$ cat config.mk
export PLATFORM = sky130hd
export DESIGN_NAME = core_fetch
export DESIGN_NICKNAME = d
export VERILOG_FILES = /design/src/rtl/uarch.sv /design/src/rtl/core_fetch_fifo.sv /design/src/rtl/core_fetch.sv
export SDC_FILE = /design/constraint.sdc
export NUM_CORES = 1
export LEC_CHECK = 0
export BUFFER_PORTS_ARGS = -buffer_cell sky130_fd_sc_hd__buf_2
export CAP_MARGIN = 25
export CORE_MARGIN = 4
export CORE_UTILIZATION = 51
export DETAILED_ROUTE_END_ITERATION = 10
export PLACE_DENSITY = 0.75
export SYNTH_ARGS = -nofsm -noshare
export SYNTH_HDL_FRONTEND = slang
export SYNTH_SLANG_ARGS = --single-unit
$ cat constraint.sdc
create_clock -name clk -period 4.5 [get_ports clk]
set_clock_uncertainty 0.2 [all_clocks]
set_input_delay 0.45 -clock clk [delete_from_list [all_inputs] [get_ports clk]]
set_output_delay 0.45 -clock clk [all_outputs]
set_load 0.02 [all_outputs]
$ cat src/rtl/uarch.sv
// Shared microarchitecture types for the core: pointer/word widths, fetch
// buffer depth, and the fetch-to-decode payload.
package uarch;

    localparam int FETCH_DEPTH = 4;

    typedef logic [30:0] hptr;
    typedef logic [31:0] word;

    typedef struct packed {
        word insn;
        hptr pc;
    } insn_fetch;

endpackage

$ cat src/rtl/core_fetch_fifo.sv
// Prefetch buffer between the instruction bus returns and decode: a small
// synchronous FIFO with flush, whose head is read directly from storage.
module core_fetch_fifo
    import uarch::*;
#(
    parameter int DEPTH = FETCH_DEPTH,
    localparam int AW = $clog2(DEPTH),
    localparam int CW = $clog2(DEPTH + 1)
) (
    input  logic            clk,
    input  logic            rst_n,
    input  logic            i_flush,
    input  logic            i_push,
    input  logic            i_pop,
    input  insn_fetch       i_data,
    output insn_fetch       o_head,
    output logic            o_valid,
    output logic [CW-1:0]   o_count
);

    insn_fetch       r_mem [DEPTH];
    logic [AW-1:0]   r_rd_ptr;
    logic [AW-1:0]   r_wr_ptr;
    logic [CW-1:0]   r_count;
    logic            w_pop;

    assign w_pop   = i_pop && (r_count != '0);
    assign o_valid = (r_count != '0);
    assign o_count = r_count;
    assign o_head  = r_mem[r_rd_ptr];

    always_ff @(posedge clk or negedge rst_n) begin
        if (!rst_n) begin
            r_rd_ptr <= '0;
            r_wr_ptr <= '0;
            r_count  <= '0;
        end else if (i_flush) begin
            r_rd_ptr <= '0;
            r_wr_ptr <= '0;
            r_count  <= '0;
        end else begin
            if (i_push) r_wr_ptr <= r_wr_ptr + AW'(1);
            if (w_pop)  r_rd_ptr <= r_rd_ptr + AW'(1);
            r_count <= r_count + CW'(i_push) - CW'(w_pop);
        end
    end

    // NOTE: storage has no reset; entries are only observed once the count
    // says they were written, so resetting them would buy nothing.
    always_ff @(posedge clk) begin
        if (i_push && !i_flush) r_mem[r_wr_ptr] <= i_data;
    end

`ifndef SYNTHESIS
    // Push into a full buffer is only legal when the head leaves the same edge.
    a_no_overflow: assert property (@(posedge clk) disable iff (!rst_n)
        !(i_push && !i_flush && !w_pop && (r_count == CW'(DEPTH))));
`endif

endmodule

$ cat src/rtl/core_fetch.sv
// Instruction fetch front end: issues pipelined word reads, buffers returns,
// hands one instruction per cycle to decode and drops fetches orphaned by a
// redirect.
module core_fetch
    import uarch::*;
#(
    parameter int DEPTH = FETCH_DEPTH
) (
    input  logic        clk,
    input  logic        rst_n,
    input  logic        branch,
    input  logic [30:0] target,
    input  logic        stall,
    output logic [31:0] insn_addr,
    output logic        insn_read,
    input  logic        insn_waitrequest,
    input  logic [31:0] insn_readdata,
    input  logic        insn_readdatavalid,
    output logic [31:0] insn,
    output logic [30:0] insn_pc,
    output logic        insn_valid
);

    localparam int            CW  = $clog2(DEPTH + 1);
    localparam logic [CW:0]   CAP = (CW + 1)'(DEPTH);

    hptr           r_fetch_ptr;
    hptr           r_ret_pc;
    logic [CW-1:0] r_pending;
    logic [CW-1:0] r_discard;
    logic          r_started;
    logic          r_held;
    logic          r_held_stale;
    word           r_held_addr;

    hptr           w_target_aligned;
    logic [CW-1:0] w_count;
    logic [CW:0]   w_occupancy;
    logic [CW-1:0] w_pending_nxt;
    logic          w_issue;
    logic          w_accept;
    logic          w_disc_dec;
    logic          w_push;
    logic          w_pop;
    logic          w_fifo_valid;
    insn_fetch     w_head;
    insn_fetch     w_push_data;

    assign w_target_aligned = target & 31'h7FFF_FFFE;

    // Buffered plus in-flight words must fit the buffer, so no return can overflow it.
    assign w_occupancy = {1'b0, w_count} + {1'b0, r_pending};
    assign w_issue     = r_started && !branch && (w_occupancy < CAP);

    assign insn_read  = r_held || w_issue;
    assign insn_addr  = r_held ? r_held_addr : {r_fetch_ptr[30:1], 2'b00};
    assign w_accept   = insn_read && !insn_waitrequest;

    assign w_pending_nxt = r_pending + CW'(w_accept) - CW'(insn_readdatavalid);
    assign w_disc_dec    = insn_readdatavalid && (r_discard != '0);
    assign w_push        = insn_readdatavalid && (r_discard == '0) && !branch;
    assign w_push_data   = '{insn: insn_readdata, pc: r_ret_pc};

    assign insn_valid = w_fifo_valid && !branch;
    assign w_pop      = insn_valid && !stall;
    assign insn       = w_head.insn;
    assign insn_pc    = w_head.pc;

    core_fetch_fifo #(.DEPTH(DEPTH)) u_fifo (
        .clk     (clk),
        .rst_n   (rst_n),
        .i_flush (branch),
        .i_push  (w_push),
        .i_pop   (w_pop),
        .i_data  (w_push_data),
        .o_head  (w_head),
        .o_valid (w_fifo_valid),
        .o_count (w_count)
    );

    // NOTE: sequential state uses non-blocking assignments so every register
    // here sees the pre-edge value of every other one.
    always_ff @(posedge clk or negedge rst_n) begin
        if (!rst_n) begin
            r_fetch_ptr  <= '0;
            r_ret_pc     <= '0;
            r_pending    <= '0;
            r_discard    <= '0;
            r_started    <= 1'b0;
            r_held       <= 1'b0;
            r_held_stale <= 1'b0;
            r_held_addr  <= '0;
        end else begin
            r_pending <= w_pending_nxt;
            r_held    <= insn_read && insn_waitrequest;
            if (insn_read && insn_waitrequest) r_held_addr <= insn_addr;

            // A request stuck on the bus across a redirect belongs to the old stream.
            if (w_accept)             r_held_stale <= 1'b0;
            else if (branch && r_held) r_held_stale <= 1'b1;

            if (branch) begin
                r_fetch_ptr <= w_target_aligned;
                r_ret_pc    <= w_target_aligned;
                r_started   <= 1'b1;
                r_discard   <= w_pending_nxt;
            end else begin
                if (w_accept && !r_held_stale) r_fetch_ptr <= r_fetch_ptr + 31'd2;
                if (w_push)                    r_ret_pc    <= r_ret_pc + 31'd2;
                r_discard <= r_discard - CW'(w_disc_dec) + CW'(w_accept && r_held_stale);
            end
        end
    end

endmodule

# [After elaboration in Yosys (flattened, before gate mapping)]
# Memory sizes are Yosys's and may differ from the RTL's.
# Index checks and enable logic that the tools add are counted.
# Widths: inputs -> output; s select.
[op_classes] mux=15 n_addsub=11 n_lt_le_gt_ge=1 reduce_logical=26
[op_table] op="$mux 31" count=4
[op_table] op="$add 31x2->31 const B" count=2
[op_table] op="$mux 32" count=1
[op_table] op="$logic_and 1x1->1" count=14
[op_table] op="$add 3x1->3" count=3
[op_table] op="$sub 3x1->3" count=3
[op_table] op="$mux 2" count=4
[op_table] op="$reduce_bool 2->1" count=4
[op_table] op="$mux 3" count=2
[op_table] op="$reduce_bool 3->1" count=2
[op_table] op="$add 2x1->2 const B" count=2
[op_table] op="$add 3x3->4" count=1
[op_table] op="$logic_not 1->1" count=4
[op_table] op="$lt 4x3->1 const B" count=1
[op_table] op="$mux 1" count=4
[op_table] op="$logic_not 3->1" count=1
[op_table] op="$logic_or 1x1->1" count=1
[word_totals] elab_cells=65 ramBits=252 register_bits=110 n_memories=1 out_inout_bits=97 inputBits=69
[memory_table] name="u_fifo.r_mem" depth=4 width=63 rd=1 rd_ports_with_merged_regs=0 wr=1 line_no="core_fetch_fifo.sv:21" rtl="insn_fetch r_mem [DEPTH];"

# [Longest topological paths before layout]
# Gate-level depths: netlist of run 1.
[depth] word_depth=8 depth_mapped=14 ltp_nobuf=12

# [By module]
# From an unflattened synthesis of run 1, not the netlist that was laid out.
[unflattened] cells_unflattened=984 hier_area_um2=15431.0
[modules_own_cells] module="core_fetch_fifo" instances=1 seq_area_each_um2=7742.4 cells_each=371 area_per_inst_um2=9544.2
[modules_own_cells] module="core_fetch" instances=1 seq_area_each_um2=2527.4 cells_each=613 area_per_inst_um2=5886.9

# [Least setup slack after synthesis of run 1]
# OpenSTA, ideal clock, no wires.
[synth_path] kind="input to register" from="input port branch" to="memory u_fifo.r_mem[1][10] in the netlist's numbering (enable)" arrival_ns=2.827 t_required_ns=3.873 n_path_buf=3 stages=5 setup_slack_ns=1.046 setup_ns=0.427 cell_sequence="clkbuf_1 > inv_1 > clkbuf_1 > clkbuf_1 > and3_1"
[synth_between] elab_chain_cells=5
[synth_rtl] item="from (decl)" line_no="core_fetch.sv:11" rtl="input logic branch,"
[synth_rtl] item="$logic_not 1->1 *" line_no="core_fetch_fifo.sv:51, core_fetch.sv:61"
[synth_rtl] item="$logic_and 1x1->1" line_no="core_fetch.sv:61" rtl="assign w_push = insn_readdatavalid && (r_discard == '0) && !branch;"
[synth_rtl] item="$logic_and 1x1->1 *" line_no="core_fetch_fifo.sv:51" rtl="if (i_push && !i_flush) r_mem[r_wr_ptr] <= i_data;"
[synth_rtl] item="$mux 1 *" line_no="core_fetch_fifo.sv:51"
[synth_rtl] item="$mux 1 (implied by the code) *" line_no="core_fetch_fifo.sv:51"
[synth_rtl] item="to (decl)" line_no="core_fetch_fifo.sv:21"
# Mark *: on every way between the ends. The rest lies on a longest branch, timed or not.

# [Worst setup path after layout of run 1]
[layout_path] from="register u_fifo.r_rd_ptr[0]" to="output port insn[10]"
[layout_between] elab_chain_cells=1
[layout_rtl] item="from (decl)" line_no="core_fetch_fifo.sv:22" rtl="logic [AW-1:0] r_rd_ptr;"
[layout_rtl] item="from (signal assigned)" line_no="core_fetch_fifo.sv:43" rtl="if (w_pop) r_rd_ptr <= r_rd_ptr + AW'(1);"
[layout_rtl] item="$mem_v2 4x63"
[layout_rtl] item="to (decl)" line_no="core_fetch.sv:19" rtl="output logic [31:0] insn,"
# Every way passes these cells.

==> results of run 1 <==
## final cells by class
cell class                 instances  area (um2)  share of cell area
clock buffer                      43         991              0.0550
clock inverter                    26         312              0.0173
inverter                          20        75.1             0.00417
multi-input combinational        526        4730               0.263
sequential                       356       10200               0.564
tap                              384         480              0.0267
timing repair buffer             211        1270              0.0707
## layout by cell type (no fill, tap or decap), types with 5 or more instances in the layout
cell and instances:
a21oi_1 10, a311oi_1 27, a31oi_1 19, and3_1 5
and4_1 8, buf_2 162, buf_4 15, bufinv_16 6
clkbuf_16 39, clkinv_1 7, clkinv_2 5, dfrtp_1 106
dlygate4sd3_1 33, edfxtp_1 248, ha_1 13, inv_1 18
mux2_2 60, mux4_2 62, nand2_1 34, nand3_1 18
nand4_1 20, nor2_1 75, nor2b_1 23, nor3_1 9
nor4_1 14, o21ai_0 8, o31a_1 9, o31ai_1 11
o41a_1 13, or3_1 10, or4_1 15, xnor2_1 11
xor2_1 5
## sequential cells by signal, summed over array words and instances (netlist names)
register	flops
r_started	1
r_ret_pc	30
r_held_stale	1
u_fifo.r_rd_ptr	2
u_fifo.o_count	3
r_held	1
r_discard	3
r_fetch_ptr	30
r_pending	3
u_fifo.r_wr_ptr	2
u_fifo.r_mem	248
r_held_addr	32
## power by group through the flow
stage	clock [uW]	combinational, uW	sequential, uW
after floorplan	0	1590	4040
after CTS	3260	2100	4150
after detailed placement	0	2060	4210
after global routing	3430	2270	4190
final	3190	2070	4150
after global placement	0	2020	4190
## kinds of logic (layout without fill, tap and decap cells)
logic type,after synthesis,after routing,share of synthesized area
DFF,356,356,0.668
and+or+nand+nor,251,251,0.0882
muxes,123,123,0.137
AOI/OAI and AO/OA,119,119,0.0615
buffers and inverters,76,300,0.0208
adders and majority gates,16,16,0.0147
xor gates and xnor gates,16,16,0.00923
other,1,1,0.000247
## stage by stage
stage,hold slack (ps),power (uW),area (um2)
detailed placement,256,6270,16400
finish,7.40,9410,18000
floorplan,-45.6,5630,15200
global route,39.1,9890,18000
global placement,242,6200,16400
CTS,2.36,9510,18000
## worst min-delay path by stage
stage / startpoint / to / cells after the start
floorplan: rst_n / r_discard[0] / 0
global placement: r_started / r_started / 1
detailed placement: r_started / r_started / 1
CTS: target[25] / r_ret_pc[25] / 3
global route: target[25] / r_ret_pc[25] / 3
finish: target[25] / r_ret_pc[25] / 3
## routing by layer
| metal | GRT usage | vias to the layer above |
|---|---|---|
| li1 | - | 4207 |
| met3 | 0.0392 | 60 |
| met1 | 0.299 | 4649 |
| met4 | 0.0551 | 0 |
| met5 | 0 | - |
| met2 | 0.302 | 337 |
## worst max-delay path, stage by stage, from the launching register on
cell and delay (ps):
dfrtp_4 960, buf_12 320, mux4_2 540, buf_2 180
## what timing repair did
item / 4_1_cts / 5_1_grt
gates resized for setup: 0 / 0
hold endpoints to repair: 171 / 0
hold buffers: 33 / 0
==> qor.yml, run 1 <==
sta:
  max_slew_margin: 0.380
  hold_viol: 0
  rsz0062_at_grt: "false"
  setup_slack_ps: 1310
  fmax_mhz: 313
  finalCritPeriodShare: 0.709
  tightest_slew_ps: 931
  slew_viol_final: 0
  tns_ps: 0
  setup_viol: 0
  min_period_ps: 3190
worst_setup_path:
  r2r_end: "r_discard[2]"
  path_class: "register to output port"
  cp-end-kind: "output port"
  crit_path_start_kind: "register"
  cp-endpoint: "insn[10]"
  cp.arrival_ps: 2540
  required_ps: 3850
  reg2regPathDepth: 12
  cp-startpoint: "u_fifo.r_rd_ptr[0]"
  r2r_slack_ps: 1460
  cp_max_fo: 41
  reg2reg_from: "u_fifo.o_count[2]"
cts:
  cts_sinks: 356
  clkLatencyLatePin_ps: 520
  htree_levels: 2
  cts_root_buf: "clkbuf_16"
  cts_tree: "yes"
  clk_pin_slew_ps: 60
  cts_buffers: 38
  cts_setup_buffers: 0
  cts_buffer_depth: 3
routing:
  vias_per_cell: 5.91
  wirelength_um: 32600
  ant_nets: 0
  wl_met2_um: 15100
  via_count: 9253
  post_drt_wl_per_cell_um: 20.8
  top_layer: "met4"
  met1Wirelength_um: 14700
  wl_met3_um: 2030
  first_pass_iters: 5
  drcViolationCount: 0
  drt_iter0_markers: 770
power_and_ir_drop:
  ir_drop_mv: 0.374
  p_leak_uw: 0.00634
  internal-power_uw: 6710
  power_density_mw_per_mm2: 522
  p_sw_uw: 2700
  clock_power_share: 0.339
  swShare: 0.287
  p_comb_frac: 0.220
  p_seq_frac: 0.441
logic_synthesis:
  syn_area_per_cell_um2: 15.9
  synth_flop_cell: "edfxtp_1"
  synth_top_cell_area_share: 0.490
  yosysUniqueCellTypes: 55
  yosysWarnings: 0
  synth_area_mm2: 0.0152
  syn_inst: 958
  synth.area.top_cells: "edfxtp_1 49%, dfrtp_1 18%, mux4_2 9.2%, mux2_2 4.4%, nor2_1 1.9%"
  synth_edf_count: 248
  synth_commonest_cells: "248 x edfxtp_1, 108 x dfrtp_1, 75 x nor2_1"
  syn-num-nets: 1043
  synth_seq_cells: 356
  synthArstFlopShare: 0.303
  yosysMostFrequentCell: "edfxtp_1"
  synth_top_cell_by_area: "edfxtp_1"
  seq_area_frac_synth: 0.668
die:
  die_h_um: 181
  ios: 166
  rows: 62
  die_w_um: 181
  die_area_mm2: 0.0326
  core_mm2: 0.0290
  start_util: 0.523
grt:
  antenna_found_initial: 0
  grt_pass1_vias: 9595
  track_usage: 0.199
  grt_pass1_wl_um: 52600
  grt_max_degree: 70
  overflow: 0
cells_and_area:
  syn_to_final_growth_pct: 18.7
  drive_gt1_frac: 0.316
  diodes: 0
  final_nets: 1238
  final_cells: 1566
  final_util: 0.621
  num-fill-cells: 2159
placed_design:
  port_buffers: 163
  placed_cells: 1464
  hpwl_um: 20200
  gp_congestion: 0.811
  place_ws_ps: 1470
outcome:
  outcome: "finished clean"
worst_hold_path:
  hold_path.class: "input pin to register"
job:
  drv_cap: 0
No activity file was read; power rests on OpenSTA's default activity.
==> inputs of run 2 (changes only) <==
==> constraint.sdc (replaced) <==
create_clock -name clk -period 3 [get_ports clk]
set_clock_uncertainty 0.2 [all_clocks]
set_input_delay 0.3 -clock clk [delete_from_list [all_inputs] [get_ports clk]]
set_output_delay 0.3 -clock clk [all_outputs]
set_load 0.02 [all_outputs]
==> qor.yml, run 2 (synthesis results as in run 1) <==
power_and_ir_drop:
  p_comb_frac: 0.237  # +0.017
  ir_drop_mv: 0.475  # +27%
  internal-power_uw: 10200  # +52%
  p_seq_frac: 0.431  # -0.010
  clock_power_share: 0.333  # -0.006
  power_density_mw_per_mm2: 769  # +47%
  p_sw_uw: 4090  # +51%
  p_leak_uw: 0.00659  # +3.9%
  swShare: 0.286  # -0.000782
cells_and_area:
  final_common_cell: "edfxtp_1"
  diodes: 0  # unchanged
  drive_gt1_frac: 0.319  # +0.00339
  final_nets: 1284  # +3.7%
  syn_to_final_growth_pct: 22.2
  fin_area_mm2: 0.0186  # +3.0%
  largest_registers: "u_fifo.r_mem: 248 flops, r_held_addr: 32 flops"
  final_cell_mix: "248 x edfxtp_1, 162 x buf_2, 106 x dfrtp_1"
  largest_reg_flops: 248  # unchanged
  num-fill-cells: 2073  # -4.0%
  regMostFlops: "u_fifo.r_mem"
  final_util: 0.640  # +0.0187
worst_setup_path:
  required_ps: 3190  # -660 ps
  cp-end-kind: "register"
  path_class: "register to register"
  cp.arrival_ps: 3050  # +510 ps
  crit_path_start_kind: "register"
  cp_max_fo: 4  # -90%
cts:
  clkLatencyLatePin_ps: 520  # about the same
  cts_tree: "yes"
  cts_buffer_depth: 3  # unchanged
  htree_levels: 2  # unchanged
  clk_pin_slew_ps: 60  # about the same
  cts_root_buf: "clkbuf_16"
  cts_sinks: 356  # unchanged
  cts_buffers: 38  # unchanged
grt:
  overflow: 0  # unchanged
  grt_pass1_wl_um: 54000  # +2.7%
  track_usage: 0.205  # +0.00581
  grt_pass1_vias: 9698  # +1.1%
  grt_max_degree: 66  # -5.7%
  antenna_found_initial: 0  # unchanged
routing:
  ant_nets: 0  # unchanged
  wirelength_um: 33500  # +2.8%
  post_drt_wl_per_cell_um: 20.7  # -0.23%
  vias_per_cell: 5.92  # +0.11%
  first_pass_iters: 5  # unchanged
  drcViolationCount: 0  # unchanged
  drt_iter0_markers: 909  # +18%
  via_count: 9541  # +3.1%
sta:
  fmax_mhz: 350
  finalCritPeriodShare: 0.952
  tightest_slew_ps: 719  # -212 ps
  slew_viol_final: 0  # unchanged
  fin_hold_ws_ps: 12.2  # +4.78 ps
  min_period_ps: 2860
  max_slew_margin: 0.519  # +0.139
  tns_ps: 0  # unchanged
  setup_viol: 0  # unchanged
  setup_slack_ps: 145  # -1160 ps
  hold_viol: 0  # unchanged
outcome:
  outcome: "finished clean"
placed_design:
  placed_area_mm2: 0.0166  # +1.4%
  port_buffers: 163  # unchanged
  place_ws_ps: 151  # -1320 ps
  gp_congestion: 0.821  # +1.3%
  hpwl_um: 21100  # +4.3%
die:
  die_w_um: 181  # unchanged
  rows: 62  # unchanged
  core_mm2: 0.0290  # unchanged
  die_area_mm2: 0.0326  # unchanged
  die_h_um: 181  # unchanged
  start_util: 0.523  # unchanged
  ios: 166  # unchanged
worst_hold_path:
  hold_path.class: "input pin to register"
job:
  drv_cap: 0  # unchanged
==> run 2: cell types whose count changed in the layout (fill, tap and decap cells not counted), sizes merged <==
cell         before  now
clkinv           14   11
dlygate4sd3      33   62
bufinv            6    4
clkbuf           43   55
inv              22   20
buf             178  195
clkinvlp          4    0
==> run 2: area by class of cell <==
type / instances / area [um2] / area share
Sequential cell: 356 / 10200 / 0.547
Multi-Input combinational cell: 526 / 4770 / 0.257
Timing Repair Buffer: 257 / 1800 / 0.0967
Clock buffer: 55 / 1100 / 0.0591
Tap cell: 384 / 480 / 0.0259
Clock inverter: 15 / 193 / 0.0104
Inverter: 20 / 75.1 / 0.00404
==> run 2: path summary, 6_finish.rpt <==
check,startpoint,cells past startpoint,end,slack (ps)
max reg2reg,u_fifo.o_count[2],12,r_discard[2],140
min in group asynchronous,rst_n,2,r_held_addr[25],90
max,u_fifo.o_count[2],12,r_discard[2],140
min reg2reg,r_started,1,r_started,250
min,target[23],3,r_fetch_ptr[23],10
max in group asynchronous,rst_n,3,u_fifo.r_rd_ptr[0],1820
==> run 2: worst max-delay path, cell delays in order, from the launching register on <==
cell and delay (ps):
dfrtp_1 400, ha_1 310, nor3_2 240, a31oi_4 140, nor2_4 140, nand2_1 80, ha_1 290, inv_1 40
ha_2 170, fa_2 370, xnor2_2 170, xnor2_1 130, a21oi_1 80
==> run 2: what timing repair did <==
item | in CTS | in global routing
setup endpoints to repair | 0 | 2
endpoints found under the hold margin | 213 | 0
setup buffers | 0 | 4
hold buffers | 62 | 0
gates resized for setup | 0 | 1
==> run 2: layer usage <==
layer | up-vias | global-route usage | share of wire
met4 | 0 | 0.0520 | 0.020
met5 | - | 0 | 0
met2 | 429 | 0.324 | 0.47
met1 | 4766 | 0.297 | 0.43
met3 | 58 | 0.0426 | 0.079
li1 | 4288 | - | -
==> run 2: power by group through the flow <==
| stage | logic [uW] | registers, uW | clock network (uW) |
|---|---|---|---|
| after floorplan | 2470 | 6070 | 0 |
| after CTS | 3380 | 6140 | 4830 |
| after global routing | 3680 | 6210 | 5060 |
| after detailed placement | 3290 | 6240 | 0 |
| final | 3380 | 6150 | 4750 |
| after global placement | 3230 | 6210 | 0 |
==> run 2: metrics by stage <==
step	total power [uW]	instances
after CTS	14400	1609
after global placement	9440	1477
final	14300	1613
after global routing	15000	1613
after floorplan	8540	958
after detailed placement	9530	1477
==> inputs of run 3 (changes only) <==
==> constraint.sdc (replaced) <==
create_clock -name clk -period 3.3 [get_ports clk]
set_clock_uncertainty 0.2 [all_clocks]
set_input_delay 0.33 -clock clk [delete_from_list [all_inputs] [get_ports clk]]
set_output_delay 0.33 -clock clk [all_outputs]
set_load 0.02 [all_outputs]
==> qor.yml, run 3 (synthesis results as in run 1) <==
power_and_ir_drop:
  p_leak_uw: 0.00647  # -1.8%
  p_sw_uw: 3710  # -9.2%
  power_density_mw_per_mm2: 695  # -9.7%
  ir_drop_mv: 0.579  # +22%
  clock_power_share: 0.327  # -0.006
  p_seq_frac: 0.441  # +0.010
  swShare: 0.291  # +0.00499
  p_comb_frac: 0.232  # -0.005
  internal-power_uw: 9030  # -11%
worst_hold_path:
  hold_path.class: "input pin to register"
sta:
  tns_ps: 0  # unchanged
  fin_hold_ws_ps: 11.4  # -0.740 ps
  tightest_slew_ps: 910  # +191 ps
  max_slew_margin: 0.393  # -0.126
  finalCritPeriodShare: 0.899  # -0.0528
  rsz0062_at_grt: "false"
  setup_viol: 0  # unchanged
  fmax_mhz: 337  # -3.7%
  min_period_ps: 2970  # +111 ps
  slew_viol_final: 0  # unchanged
  hold_viol: 0  # unchanged
cells_and_area:
  largest_registers: "u_fifo.r_mem: 248 flops, r_held_addr: 32 flops"
  syn_to_final_growth_pct: 20.7
  seq_area_mm2: 0.0102  # unchanged
  largest_reg_flops: 248  # unchanged
  final_cells: 1599  # -0.87%
  regMostFlops: "u_fifo.r_mem"
  final_nets: 1270  # -1.1%
  num-fill-cells: 2111  # +1.8%
  multi_input_area_mm2: 0.00473  # -0.71%
  drive_gt1_frac: 0.310  # -0.00867
  final_common_cell: "edfxtp_1"
  final_cell_mix: "248 x edfxtp_1, 162 x buf_2, 106 x dfrtp_1"
  diodes: 0  # unchanged
die:
  die_w_um: 181  # unchanged
  die_area_mm2: 0.0326  # unchanged
  die_h_um: 181  # unchanged
  ios: 166  # unchanged
  rows: 62  # unchanged
  start_util: 0.523  # unchanged
  core_mm2: 0.0290  # unchanged
worst_setup_path:
  path_class: "register to register"
  crit_path_start_kind: "register"
  cp.arrival_ps: 3160  # +110 ps
  cp_slowest_stage_delay_ps: 400  # about the same
  path_cells: "ha_1 -> nor3_1 -> a31oi_2 -> nor2_1 -> nand2_1 -> ha_1 -> inv_1 -> ha_1 -> fa_1 -> xnor2_1 -> xnor2_1 -> a21oi_1"
  crit_buf_inv: 1  # unchanged
  critPathTopFamily: "adder cells"
  cp-end-kind: "register"
  required_ps: 3490  # +300 ps
  critical-path-slowest-cell: "dfrtp_1"
  cpMostUsedCell: "ha_1"
  cp_max_fo: 2  # -2
routing:
  via_count: 9496  # -0.47%
  first_pass_iters: 6  # +1
  ant_nets: 0  # unchanged
  post_drt_wl_per_cell_um: 20.9  # +0.60%
  drt_iter0_markers: 887  # -2.4%
  vias_per_cell: 5.94  # +0.40%
  wirelength_um: 33400  # -0.27%
  drcViolationCount: 0  # unchanged
grt:
  groute.layer.met3.usage: 0.0303  # -0.0123
  gr-usage-met2: 0.330  # +0.00587
  grt_pass1_wl_um: 53800  # -0.41%
  met1_usage: 0.295  # -0.00132
  top_usage_layer: "met2"
  grt_max_degree: 74  # +12%
  overflow: 0  # unchanged
  antenna_found_initial: 0  # unchanged
  grt_pass1_vias: 9678  # -0.21%
  track_usage: 0.203  # -0.00171
cts:
  clkLatencyLatePin_ps: 530  # about the same
  cts_root_buf: "clkbuf_16"
  clk_pin_slew_ps: 60  # about the same
  htree_levels: 2  # unchanged
  cts_setup_buffers: 0  # unchanged
  cts_sinks: 356  # unchanged
  cts_buffer_depth: 3  # unchanged
  cts_buffers: 38  # unchanged
  cts_tree: "yes"
  cts_resized: 0  # unchanged
placed_design:
  gp_congestion: 0.805  # -2.0%
  placed_cells: 1473  # -0.27%
  hpwl_um: 20700  # -1.6%
  port_buffers: 163  # unchanged
outcome:
  outcome: "finished clean"
job:
  drv_cap: 0  # unchanged
==> run 3: timing repair <==
item                                   in CTS  in global routing
setup endpoints to repair                   0                  0
hold buffers                               56                  0
endpoints found under the hold margin     201                  0
==> run 3: through the flow <==
step                setup WS, ps  utilization  instance area [um2]  power [uW]
floorplan                   58.9            -                15200        7680
global placement             448        0.570                16500        8520
detailed placement           354        0.570                16500        8610
CTS                          328        0.632                18300       12800
global route                 133        0.632                18300       13300
finish                       334        0.632                18300       12700
==> run 3: tightest hold or removal path, stage by stage <==
cell	delay (ps)
buf_2	80
nor2_1	70
nor3_1	200
==> run 3: power by group through the flow <==
stage	Sequential [uW]	Clock, uW	Combinational [uW]
3_5_place_dp	5700	0	2920
4_1_cts	5610	4240	2980
3_3_place_gp	5660	0	2860
2_1_floorplan	5510	0	2160
5_1_grt	5670	4450	3220
6_report	5610	4170	2960
==> run 3: area by class of cell <==
type | instances | share of cell area
timing repair buffer | 243 | 0.0905
sequential | 356 | 0.554
multi-input combinational | 526 | 0.258
clock buffer | 52 | 0.0570
tap | 384 | 0.0262
clock inverter | 18 | 0.0102
inverter | 20 | 0.00409
==> run 3: layer usage <==
layer,part of all wire,wire length (um)
met3,0.058,1930
met2,0.49,16200
met4,0.018,606
met5,0,0
met1,0.44,14600
==> run 3: final timing paths <==
| kind | start | end | slack [ps] | cells past startpoint |
|---|---|---|---|---|
| min in group asynchronous | rst_n | r_held_addr[23] | 120 | 2 |
| hold reg to reg | r_started | r_started | 260 | 1 |
| max in group asynchronous | rst_n | u_fifo.r_rd_ptr[0] | 1950 | 3 |
| hold / removal | target[24] | r_ret_pc[24] | 10 | 3 |
| setup / recovery | r_pending[2] | r_discard[2] | 330 | 12 |
| setup reg to reg | r_pending[2] | r_discard[2] | 330 | 12 |
